### src/rtl/mem_stall_bridge.sv
// mem_stall_bridge: turns multicycle-controller memory strobes into single
// bus transactions, stalling the controller until the bus acks or times out.
module mem_stall_bridge #(
    parameter int ADDR_W  = 32,
    parameter int DATA_W  = 32,
    parameter int TIMEOUT = 16
) (
    input  logic              clk,
    input  logic              rst,
    input  logic              iRwrite,
    input  logic              memWrite,
    input  logic              memRead,
    input  logic              IorD,
    input  logic [ADDR_W-1:0] pc,
    input  logic [ADDR_W-1:0] alu_out,
    input  logic [DATA_W-1:0] wdata,
    output logic              stall,
    output logic [DATA_W-1:0] instr,
    output logic [DATA_W-1:0] mdr,
    output logic              bus_err,
    output logic              bus_req,
    output logic              bus_we,
    output logic [ADDR_W-1:0] bus_addr,
    output logic [DATA_W-1:0] bus_wdata,
    input  logic              bus_ack,
    input  logic [DATA_W-1:0] bus_rdata
);
    typedef enum logic [1:0] {IDLE, BUSY, DONE} state_t;
    typedef enum logic [1:0] {K_FETCH, K_WRITE, K_READ} kind_t;
    localparam logic [7:0] LIMIT = 8'(TIMEOUT - 1);
    state_t            state;
    kind_t             kind;
    logic [7:0]        cnt;
    logic [ADDR_W-1:0] addr_q;
    logic [DATA_W-1:0] wdata_q;
    logic              request;
    always_comb begin
        request   = iRwrite | memWrite | memRead;
        stall     = !rst && ((state == IDLE && request) || state == BUSY);
        bus_req   = !rst && state == BUSY;
        bus_we    = bus_req && kind == K_WRITE;
        bus_addr  = addr_q;
        bus_wdata = wdata_q;
    end
    always_ff @(posedge clk) begin
        if (rst) begin
            state   <= IDLE;
            kind    <= K_FETCH;
            cnt     <= '0;
            addr_q  <= '0;
            wdata_q <= '0;
            instr   <= '0;
            mdr     <= '0;
            bus_err <= 1'b0;
        end else begin
            case (state)
                IDLE: if (request) begin
                    state   <= BUSY;
                    cnt     <= '0;
                    kind    <= iRwrite ? K_FETCH : memWrite ? K_WRITE : K_READ;
                    addr_q  <= (iRwrite || !IorD) ? pc : alu_out;
                    wdata_q <= wdata;
                end
                BUSY: if (bus_ack) begin
                    // An ack on the limit cycle still completes normally.
                    if (kind == K_FETCH) instr <= bus_rdata;
                    if (kind == K_READ) mdr <= bus_rdata;
                    state <= DONE;
                end else if (cnt == LIMIT) begin
                    bus_err <= 1'b1;
                    state   <= DONE;
                end else begin
                    cnt <= cnt + 8'd1;
                end
                DONE: begin
                    bus_err <= 1'b0;
                    state   <= IDLE;
                end
                default: state <= IDLE;
            endcase
        end
    end
endmodule

### config.mk
export PLATFORM = sky130hd
export DESIGN_NAME = mem_stall_bridge
export DESIGN_NICKNAME = d
export VERILOG_FILES = /design/src/rtl/mem_stall_bridge.sv
export SDC_FILE = /design/constraint.sdc
export NUM_CORES = 1
export LEC_CHECK = 0
export CAP_MARGIN = 20
export CORE_MARGIN = 4
export CORE_UTILIZATION = 30
export CTS_BUF_LIST = sky130_fd_sc_hd__clkbuf_4 sky130_fd_sc_hd__clkbuf_8
export DETAILED_ROUTE_END_ITERATION = 16
export GPL_TIMING_DRIVEN = 0
export HOLD_SLACK_MARGIN = 0.08
export SLEW_MARGIN = 25
export SYNTH_ARGS = -nofsm -noshare
export SYNTH_HDL_FRONTEND = slang
export SYNTH_SLANG_ARGS = --single-unit
### constraint.sdc
create_clock -name clk -period 4.2 [get_ports clk]
set_clock_uncertainty 0.2 [all_clocks]
set_input_delay 0.42 -clock clk [delete_from_list [all_inputs] [get_ports clk]]
set_output_delay 0.42 -clock clk [all_outputs]
set_load 0.005 [all_outputs]
==> reports/summary.txt <==
Outcome: complete, no violations
Number of flops mapped to enable cells by yosys: 0
Most used standard cell by instance count after synthesis: nand2_1
Endpoint required time on the critical path: 3.58 ns
Normalized max-slew margin: 36.9%
Max Cap Violations: 0
Pwr per Cell Area: 385 nW/um2
Cell area after placement: 8330 um2
DIE WIDTH: 142 um
Cell taking the most area after synthesis: dfxtp_1
Stage delay of the slowest cell on the critical path: 0.86 ns
Clock insertion delay at the later pin of the skew report: 0.43 ns
Htree depth: 4
Min Clock Period, post-route: 3.41 ns
Clock root cell: clkbuf_8
Pin count of the biggest net entering global routing: 17
Classification of the worst-slack hold path: register to register
Slowest cell on the critical path: o31ai_2
Port buffer count: 266
First drt pass iteration count: 4
Power share of the clock group: 36.4%
Syn Area/Cell: 8.41 um2
Register bit count reported by yosys: 141
Largest driver fanout on the critical path: 10
Proportion of power drawn by combinational gates: 19.7%
Quantity of hold-fixing buffers added after cts: 0
Post-synthesis to final-layout area growth: 63.0%
Setup repair after global routing missed its margin: false
Net count after synthesis: 776
Vias after detailed routing: 5362
Via count of the first global-routing pass: 5251
Global routing usage summed across all routing layers: 17.9%
Cells along the critical path: clkdlybuf4s50_1 -> o31ai_2 -> buf_2 -> a21oi_1 -> clkdlybuf4s50_1
Clk sink count: 141
Clock transition at the registers of the reported paths: 0.07 ns
GPL Wtd Cong: 0.752
Worst slack at placement: 0.766 ns
Aggregate global routing overflow: 0
Count of warnings emitted by yosys: 0
Placeable core area: 17400 um2
Data arrival, critical path: 2.79 ns
Total power: 3.38 mW
Int Power: 2.51 mW
Starting density of the core: 30.9%
Hold Fails Final Rpt: 0
Die Ht: 142 um
Cell area after technology mapping: 5380 um2
Number of antenna cells inserted: 0
Crit start category: primary input
Worst Hold Margin: 0.254 ns
Final total negative setup slack: 0 ns
First-pass GRT wire length: 28200 um
Post-detailed-routing wire length: 18600 um
Worst path setup slack after routing: 0.785 ns
Detail Placement HPWL: 14600 um
Avg WL per Cell: 16.0 um
Library cell appearing most often on the critical path: clkdlybuf4s50_1
Post-synthesis instance total: 640
Measured slew at the worst slew-check pin: 0.940 ns
Standard-cell row count: 48
Largest cells by area after synthesis: dfxtp_1, nand2_1, a21oi_1, mux2i_1, a211oi_1
Netlist cell types: 45
DRC viols: 0
DIE AREA: 20200 um2
Share of synthesized area occupied by flip-flops and latches: 52.4%
Final-report max-slew violation count: 0
Sort of element at the end of the critical path: output pin
Number of antenna-violating nets in the routed design: 0
Fraction of final layout cells sized beyond drive strength 1: 6.82%
Switching share of power: 25.7%
Sequential fraction of design power: 43.9%
Class of the most critical setup path: primary input to output pin
Share of flip-flops with an asynchronous set or reset after synthesis: 0%
Setup bufs post-CTS: 0
CTS Buf Count: 17
Initial antenna violation count: 0
Filler Cell Count: 1739
Most common library cells after synthesis: nand2_1, dfxtp_1, a21oi_1, nor2_1
Net count reported at finish: 1061
Total non-filler cell area in the finished layout: 8780 um2
Cell depth of the worst hold path: 2
Peak ir drop on the vdd network: 0.169 mV
Maximum operating frequency: 0.293 GHz
Period utilization: 81.3%
Iteration-0 DRC count of the detailed router: 180
Leading register cell type out of synthesis: dfxtp_1
Top cell type's share of synthesized area: 52.4%
I/O Pins: 267
# resized after CTS: 0
Vias/cell: 4.61
Longest Clk Path Bufs: 2
Leakage power total: 3.21 nW
Count of cells along the worst register-to-register path: 6
Final setup viols: 0
Sw power: 0.867 mW
TritonCTS clock tree: built
-- power groups by stage --
stage	combinational (mW)	sequential, mW	clock (mW)
floorplan	0.252	1.52	0
global placement	0.677	1.51	0
detailed placement	0.674	1.51	0
CTS	0.678	1.49	1.26
global route	0.729	1.50	1.32
finish	0.665	1.48	1.23
-- per-stage QoR --
stage	utilization [%]	std cells
after floorplan	-	640
final	50.4	1163
after global routing	50.4	1163
after CTS	50.4	1163
after global placement	47.8	1131
after detailed placement	47.8	1131
-- flip-flops by register name, summed over array words and instances, names as in the netlist --
signal	cells
kind	2
instr	32
bus_wdata	32
bus_addr	32
cnt	8
state	2
bus_err	1
mdr	32
-- cells by family after synthesis --
family | share of synthesized area (%)
buf+inv | 4.53
simple gates | 19.8
flops | 52.4
compound gates | 17.0
fa+ha+maj | 0.232
mux | 5.95
-- layer usage --
layer	share of wire, %	GRT usage [%]	vias up	routed length (um)
met5	0	0	-	0
met4	1.1	5.10	0	197
met3	9.4	6.85	15	1740
li1	-	-	2723	-
met2	48	30.4	219	8860
met1	42	21.2	2405	7780
-- final cells by class --
cell class                 instances  area (um2)  share of cell area [%]
inverter                           4        15.0                   0.171
clock inverter                    10         160                    1.82
timing repair buffer             266        2660                    30.3
clock buffer                      22         290                    3.31
buffer                            49         229                    2.61
sequential                       141        2820                    32.2
multi-input combinational        446        2320                    26.4
tap                              225         282                    3.21
-- worst max-delay path, delay by kind of cell --
family | cells | cell delay [ns]
compound gates | 2 | 0.95
buf+inv | 3 | 1.41
-- final timing paths --
path	startpoint	end	slack, ns
worst max-delay path	iRwrite	stall	0.79
worst min-delay path	mdr[10]	mdr[10]	0.25
worst max register to register	cnt[0]	cnt[5]	2.22
worst min register to register	mdr[10]	mdr[10]	0.25
-- placed cells by master, fill, tap and decap left out, types with 4 or more instances in the layout --
master / Yosys / final
a211oi_1: 32 / 32
a21oi_1: 104 / 104
buf_1: 5 / 5
buf_2: 20 / 20
bufinv_16: 0 / 4
clkbuf_1: 20 / 20
clkbuf_8: 0 / 20
clkdlybuf4s50_1: 0 / 266
dfxtp_1: 141 / 141
mux2i_1: 32 / 32
nand2_1: 197 / 197
nand3_1: 6 / 6
nor2_1: 34 / 34
No activity file was read; power rests on OpenSTA's default activity.
